[config.mk]
export PLATFORM = sky130hd
export DESIGN_NAME = fifo_wr_frontend_flat
export DESIGN_NICKNAME = d
export VERILOG_FILES = /design/src/rtl/fifo_wr_frontend_if.sv /design/src/rtl/fifo_wr_frontend.sv /design/src/flat_wrapper.sv
export SDC_FILE = /design/constraint.sdc
export NUM_CORES = 1
export LEC_CHECK = 0
export ABC_CLOCK_PERIOD_IN_PS = 1500
export CORE_MARGIN = 5
export CORE_UTILIZATION = 41
export CTS_CLUSTER_DIAMETER = 80
export DETAILED_ROUTE_END_ITERATION = 8
export HOLD_SLACK_MARGIN = 0.12
export PLACE_DENSITY = 0.74
export SETUP_SLACK_MARGIN = 0.3
export SLEW_MARGIN = 15
export SYNTH_ARGS = -nofsm -noshare
export SYNTH_HDL_FRONTEND = slang
export SYNTH_SLANG_ARGS = --single-unit
[constraint.sdc]
create_clock -name wclk -period 1.5 [get_ports wclk]
set_input_delay 0.225 -clock wclk [delete_from_list [all_inputs] [get_ports wclk]]
set_output_delay 0.225 -clock wclk [all_outputs]
set_load 0.02 [all_outputs]
[src/rtl/fifo_wr_frontend_if.sv]
// Stream and FIFO write-side bus for fifo_wr_frontend.
// master: the surrounding environment (upstream producer plus pointer logic).
// slave:  the write front end itself.
interface fifo_wr_frontend_if #(
    parameter int DSIZE = 8,
    parameter int ASIZE = 4
);
    logic             s_valid;
    logic [DSIZE-1:0] s_data;
    logic             s_ready;
    logic             winc;
    logic [DSIZE-1:0] wdata;
    logic             wfull;
    logic [ASIZE:0]   wptr;
    logic [ASIZE:0]   wq2_rptr;
    logic [ASIZE:0]   wlevel;
    logic             walmost_full;

    modport master (
        output s_valid, s_data, wfull, wptr, wq2_rptr,
        input  s_ready, winc, wdata, wlevel, walmost_full
    );

    modport slave (
        input  s_valid, s_data, wfull, wptr, wq2_rptr,
        output s_ready, winc, wdata, wlevel, walmost_full
    );
endinterface

[src/rtl/fifo_wr_frontend.sv]
// Write-domain ingress stage of the async FIFO.
// A 2-entry skid buffer turns the upstream valid/ready stream into winc/wdata
// with fully registered backpressure (s_ready depends only on buffer state),
// and a registered fill level / almost-full flag is derived from the Gray
// write pointer and the synchronized Gray read pointer.
// Optional build macro FIFO_WR_STATS_EN adds saturating write/stall counters.
module fifo_wr_frontend #(
    parameter int DSIZE        = 8,
    parameter int ASIZE        = 4,
    parameter int AFULL_THRESH = 12
) (
    input  logic                 wclk,
    input  logic                 wrst_n,
    fifo_wr_frontend_if.slave    bus
`ifdef FIFO_WR_STATS_EN
    ,
    output logic [15:0]          stat_wr_cnt,
    output logic [15:0]          stat_stall_cnt
`endif
);

    typedef enum logic [1:0] {
        EMPTY = 2'd0,
        ONE   = 2'd1,
        TWO   = 2'd2
    } state_t;

    localparam logic [ASIZE:0] AFULL_V = (ASIZE+1)'(AFULL_THRESH);

    state_t           state_q, state_d;
    logic [DSIZE-1:0] head_q, head_d;
    logic [DSIZE-1:0] skid_q, skid_d;
    logic [ASIZE:0]   wlevel_q;
    logic             walmost_full_q;
    logic [ASIZE:0]   diff;
    logic             s_ready_c;
    logic             winc_c;
    logic             acc;
    logic             drn;

    function automatic logic [ASIZE:0] gray2bin(input logic [ASIZE:0] g);
        logic [ASIZE:0] b;
        b = '0;
        b[ASIZE] = g[ASIZE];
        for (int i = ASIZE - 1; i >= 0; i--) begin
            b[i] = b[i+1] ^ g[i];
        end
        return b;
    endfunction

    assign acc = bus.s_valid & s_ready_c;
    assign drn = winc_c;

    // Skid buffer occupancy state register.
    always_ff @(posedge wclk or negedge wrst_n) begin
        if (!wrst_n) state_q <= EMPTY;
        else         state_q <= state_d;
    end

    // Occupancy next state: cnt + acc - drn.
    always_comb begin
        state_d = state_q;
        unique case (state_q)
            EMPTY:   if (acc) state_d = ONE;
            ONE: begin
                if (acc && !drn)      state_d = TWO;
                else if (!acc && drn) state_d = EMPTY;
            end
            TWO:     if (drn) state_d = ONE;
            default: state_d = EMPTY;
        endcase
    end

    // Handshake outputs decoded from registered state; wfull only gates winc.
    always_comb begin
        s_ready_c = (state_q != TWO);
        winc_c    = (state_q != EMPTY) && !bus.wfull;
    end

    // Data steering: head holds the next word to write, skid the one behind it.
    always_comb begin
        head_d = head_q;
        skid_d = skid_q;
        if (drn && state_q == TWO) begin
            head_d = skid_q;
        end else if (acc && (state_q == EMPTY || (state_q == ONE && drn))) begin
            head_d = bus.s_data;
        end
        if (acc && state_q == ONE && !drn) begin
            skid_d = bus.s_data;
        end
    end

    // Data registers; cleared on reset so stale words never reappear.
    always_ff @(posedge wclk or negedge wrst_n) begin
        if (!wrst_n) begin
            head_q <= '0;
            skid_q <= '0;
        end else begin
            head_q <= head_d;
            skid_q <= skid_d;
        end
    end

    // Modulo pointer difference; wraps correctly across the extra MSB.
    always_comb begin
        diff = gray2bin(bus.wptr) - gray2bin(bus.wq2_rptr);
    end

    // Registered level and almost-full, both from the same difference.
    always_ff @(posedge wclk or negedge wrst_n) begin
        if (!wrst_n) begin
            wlevel_q       <= '0;
            walmost_full_q <= 1'b0;
        end else begin
            wlevel_q       <= diff;
            walmost_full_q <= (diff >= AFULL_V);
        end
    end

    assign bus.s_ready      = s_ready_c;
    assign bus.winc         = winc_c;
    assign bus.wdata        = head_q;
    assign bus.wlevel       = wlevel_q;
    assign bus.walmost_full = walmost_full_q;

`ifdef FIFO_WR_STATS_EN
    logic [15:0] stat_wr_q;
    logic [15:0] stat_stall_q;

    // Saturating counters of write cycles and of cycles held off by wfull.
    always_ff @(posedge wclk or negedge wrst_n) begin
        if (!wrst_n) begin
            stat_wr_q    <= '0;
            stat_stall_q <= '0;
        end else begin
            if (winc_c && stat_wr_q != 16'hFFFF) begin
                stat_wr_q <= stat_wr_q + 16'd1;
            end
            if (state_q != EMPTY && bus.wfull && stat_stall_q != 16'hFFFF) begin
                stat_stall_q <= stat_stall_q + 16'd1;
            end
        end
    end

    assign stat_wr_cnt    = stat_wr_q;
    assign stat_stall_cnt = stat_stall_q;
`endif

endmodule

[src/flat_wrapper.sv]
// flat-port wrapper written by rule: the top's interface ports become plain ports
module fifo_wr_frontend_flat 
#(
    parameter int DSIZE        = 8,
    parameter int ASIZE        = 4,
    parameter int AFULL_THRESH = 12
)
  (wclk, wrst_n, bus_s_valid, bus_s_data, bus_wfull, bus_wptr, bus_wq2_rptr, bus_s_ready, bus_winc, bus_wdata, bus_wlevel, bus_walmost_full);
  fifo_wr_frontend_if #(.DSIZE(DSIZE), .ASIZE(ASIZE)) bus_i ();
  input  logic wclk;
  input  logic wrst_n;
  input wire logic [$bits(bus_i.s_valid)-1:0] bus_s_valid;
  input wire logic [$bits(bus_i.s_data)-1:0] bus_s_data;
  input wire logic [$bits(bus_i.wfull)-1:0] bus_wfull;
  input wire logic [$bits(bus_i.wptr)-1:0] bus_wptr;
  input wire logic [$bits(bus_i.wq2_rptr)-1:0] bus_wq2_rptr;
  output wire logic [$bits(bus_i.s_ready)-1:0] bus_s_ready;
  output wire logic [$bits(bus_i.winc)-1:0] bus_winc;
  output wire logic [$bits(bus_i.wdata)-1:0] bus_wdata;
  output wire logic [$bits(bus_i.wlevel)-1:0] bus_wlevel;
  output wire logic [$bits(bus_i.walmost_full)-1:0] bus_walmost_full;
  assign bus_i.s_valid = bus_s_valid;
  assign bus_i.s_data = bus_s_data;
  assign bus_i.wfull = bus_wfull;
  assign bus_i.wptr = bus_wptr;
  assign bus_i.wq2_rptr = bus_wq2_rptr;
  assign bus_s_ready = bus_i.s_ready;
  assign bus_winc = bus_i.winc;
  assign bus_wdata = bus_i.wdata;
  assign bus_wlevel = bus_i.wlevel;
  assign bus_walmost_full = bus_i.walmost_full;
  fifo_wr_frontend #(.DSIZE(DSIZE), .ASIZE(ASIZE), .AFULL_THRESH(AFULL_THRESH)) u_core (.wclk(wclk), .wrst_n(wrst_n), .bus(bus_i));
endmodule
==> summary by stage <==
Synth
The post-synthesis instance area is 0.00124 sq mm. The warning count from the yosys run is 0. The post-synthesis instance total is 92. Synthesis produced a netlist with a net count of 119. After synthesis, the mean cell area works out to 13.5 sq um. The number of register bits inferred by synthesis is 24. The main combinational cell family by area after synthesis is multiplexers.

The adder-cell share of the synthesized area is 5.66%. The compound-gate portion of the synthesized area is 4.85%. The sequential area share after synthesis is 48.5%. The xor/xnor cell area share of the yosys netlist is 12.3%. The portion of netlist area occupied by mux cells is 22.7%. The count of unique library cells instantiated by Yosys is 23. The basic-gate share of the synthesized area counting and, or, nand and nor cells is 4.65%.

Clock network
The number of buffers created by CTS is 3. The TritonCTS clock tree is done. The clock slew at the register clock pins of the worst setup and hold paths is 0.13 ns. The clock net sink count is 24.

The master cell of the clock root buffer is sky130_fd_sc_hd__clkbuf_4. For the worst-skew pair, the clock arrives at the later sink with an insertion delay of 0.31 ns. The H-tree depth reported by CTS is 1.

The post-cts hold buffer count is 0. The maximum clock path buffer count is 2.

Detailed routing
The routed wire length is 3280 um. Using the TritonRoute via totals, the vias-per-cell ratio works out to 4.98. The DRC violations left is 0. The number of detailed-routing iterations run before antenna repair is 3.

Summing over every cut layer, the via total after detailed routing is 987. The number of nets with antenna violations after routing is 0. For this block, the initial DRC count from the detailed router was 13. The average routed wire per standard cell is 16.6 um.

Global route
The number of global-route vias before repair came to 1,067. The number of antenna violations at the first check in global routing is 0. For this run the aggregate overflow at the end of global routing stands at 0. The first-pass GRT wire length is 4750 um. The total track usage is 14.9%. Entering global routing, the biggest net connects 25 pins.

Setup path
The worst register-to-register path begins at u_core.state_q[1]. The cell with the most instances on the worst path is sky130_fd_sc_hd__xor2_2. The kind of cell adding the most delay to the critical path is XOR/XNOR gates. The critical-path maximum fanout is 2. The delay of the slowest cell on the worst path is 0.33 ns. STA classifies the critical path endpoint as a flop.

The worst path buffer plus inverter count is 2. The worst endpoint required time is 1.70 ns. STA puts the critical path data arrival time at 2.36 ns. The startpoint-to-endpoint class of the critical path is in2reg. The slowest stage of the critical path is the sky130_fd_sc_hd__fa_2 cell. The critical path goes through buf_6, xnor2_4, xor2_2, xor2_2, xnor2_1, ha_2, inv_2, fa_2, a21o_1, a21oi_2, xnor2_2, a311o_1. The element type at the critical path start is an input pin. In this run the worst setup path begins at bus_wq2_rptr[4].

STA
The worst hold margin is 0.270 ns. In this run the tightest slew margin relative to its limit is 76.0%. The maximum clock frequency is 0.465 GHz. Between clock sinks in the finished design, the worst skew comes to 0.00680 ns. Setup repair after global routing could not meet its margin everywhere.

The hold violation count in the final report is 0. The time the worst path needs with I/O delays and setup is 2.15 ns. The max-slew violation total from the final report came to 0. For the pin with the worst max-slew slack, the measured transition is 0.358 ns. The smallest setup slack after layout is -0.653 ns. Setup violations remaining at the end of the flow were counted as 11. The final cycle utilization of the critical path is 144%.

Floorplan
In this run the vertical extent of the chip is 65.0 um. The starting density of the core is 41.6%. The die is 65.0 um wide. In this run the count of I/O pins placed on the die edge is 38. The area of the die is 0.00422 sq mm. The region available for standard cell placement spans 0.00298 sq mm. The row count is 20.

Place
The weighted congestion at the end of routability-driven global placement is 0.715. Detailed placement finished with a half-perimeter wire length of 1980 um. Buffers placed on the I/O ports in this run total 37. The pre-CTS setup slack is -1.46 ns.

After detailed placement, the total cell area comes to 0.00189 sq mm.

Power
The total power per unit cell area is 1600 mW/mm^2. Across the VDD grid, the largest voltage drop is 563 uV. Overall power consumption after layout is estimated at 3.41 mW.

For this design the static power due to leakage is 1.02 nW.

Cells and area
Leaving out fill and tap cells, the most frequent cell in the layout is sky130_fd_sc_hd__mux2_4. The number of antenna diodes in the final layout is 0. For this run, the post-layout net count is 194.

Leaving out fill and tap cells, the most frequent cells in the layout are sky130_fd_sc_hd__mux2_4, sky130_fd_sc_hd__buf_4, sky130_fd_sc_hd__dfrtp_1, sky130_fd_sc_hd__clkdlybuf4s50_1, sky130_fd_sc_hd__buf_6. Compared with the post-synthesis result, the final layout area differs by 72.5%. The share of layout cells above drive strength 1 is 64.2%. The post-layout instance area is 0.00214 sq mm.

Status
The checks that failed: setup timing. The flow ran to the end, but the final reports show violations.

Job
The max-cap violation count is 0.

Min path
The type of the worst min-delay path is in2async.
path summary, 6_finish.rpt:
path / to / slack (ns) / cells past startpoint
worst min register to register: u_core.bus.wdata[3] / 0.52 / 1
min in group wclk: u_core.bus.wlevel[4] / 0.37 / 4
worst max register to register: u_core.bus.wdata[2] / -0.02 / 6
worst max-delay path: u_core.bus.walmost_full / -0.65 / 12
max in group asynchronous: u_core.state_q[1] / 0.97 / 2
worst min-delay path: u_core.skid_q[0] / 0.27 / 2
flip-flops by register name (all words and copies together) (netlist names):
| register | flops |
|---|---|
| u_core.skid_q | 8 |
| u_core.bus.walmost_full | 1 |
| u_core.bus.wlevel | 5 |
| u_core.bus.wdata | 8 |
| u_core.state_q | 2 |
synthesized netlist by cell type:
cell type,number,share of area [%]
sky130_fd_sc_hd__a21oi_1,3,1.2
sky130_fd_sc_hd__nor2_2,2,1.0
sky130_fd_sc_hd__xnor2_1,7,4.9
sky130_fd_sc_hd__dfrtp_1,24,48
sky130_fd_sc_hd__a211oi_1,1,0.61
sky130_fd_sc_hd__o21bai_1,1,0.61
sky130_fd_sc_hd__nor3_1,1,0.40
sky130_fd_sc_hd__xor2_2,3,3.9
sky130_fd_sc_hd__a311o_1,1,0.81
sky130_fd_sc_hd__fa_1,1,1.6
sky130_fd_sc_hd__xnor2_2,1,1.3
sky130_fd_sc_hd__ha_1,4,4.0
sky130_fd_sc_hd__mux2_1,1,0.91
sky130_fd_sc_hd__nand2b_1,3,1.5
sky130_fd_sc_hd__buf_2,1,0.40
sky130_fd_sc_hd__or2_2,1,0.51
sky130_fd_sc_hd__mux2_2,24,22
sky130_fd_sc_hd__nand2_1,1,0.30
sky130_fd_sc_hd__a21o_1,2,1.2
sky130_fd_sc_hd__inv_1,3,0.91
sky130_fd_sc_hd__o21ai_0,1,0.40
sky130_fd_sc_hd__nor2_1,3,0.91
sky130_fd_sc_hd__xor2_1,3,2.1
area by class of cell:
cell class                      count  area (sq um)
Sequential cell                    24           602
Clock buffer                        3          22.5
Inverter                            3          11.3
Timing Repair Buffer               70           614
Fill cell                         202           841
Tap cell                           33          41.3
Multi-Input combinational cell     65           846
report_power, final:
| part | switching (mW) | internal, mW | total (mW) | leakage (nW) |
|---|---|---|---|---|
| clock network | 0.187 | 0.0936 | 0.280 | 0.0138 |
| registers | 0.177 | 0.962 | 1.14 | 0.281 |
| logic | 0.879 | 1.11 | 1.99 | 0.725 |
worst register-to-register path: stages (launching register included):
cell	delay, ns
sky130_fd_sc_hd__dfrtp_2	0.46
sky130_fd_sc_hd__buf_6	0.14
sky130_fd_sc_hd__nand2b_1	0.13
sky130_fd_sc_hd__a21oi_4	0.08
sky130_fd_sc_hd__nor2_2	0.15
sky130_fd_sc_hd__buf_12	0.15
sky130_fd_sc_hd__mux2_4	0.32
per-layer routing:
layer,part of all wire (%),global-route usage (%),vias to the layer above
li1,-,-,462
met1,39,14.7,499
met2,57,29.9,24
met3,3.5,3.12,2
met4,0.61,4.75,0
met5,0,0,-
per-stage QoR:
| step | std cells | setup TNS, ns | util [%] |
|---|---|---|---|
| finish | 198 | -1.67 | 71.8 |
| detailed placement | 180 | -10.76 | 63.6 |
| global placement | 180 | -9.89 | 63.6 |
| CTS | 193 | -1.68 | 71.2 |
| global route | 198 | -2.31 | 71.8 |
| floorplan | 92 | -2.89 | - |
kinds of logic after synthesis:
kind of cell | count (synthesis)
adders and majority gates | 5
xor gates and xnor gates | 14
buffers and inverters | 4
and+or+nand+nor | 11
muxes | 25
DFF | 24
AOI/OAI and AO/OA | 9
what timing repair did:
item | CTS | global route
cloned | 1 | 0
resized for setup | 103 | 29
endpoints found under the setup margin | 40 | 39
pin swaps | 20 | 17
buffers inserted | 9 | 5
Power figures use the tool's default switching activity.
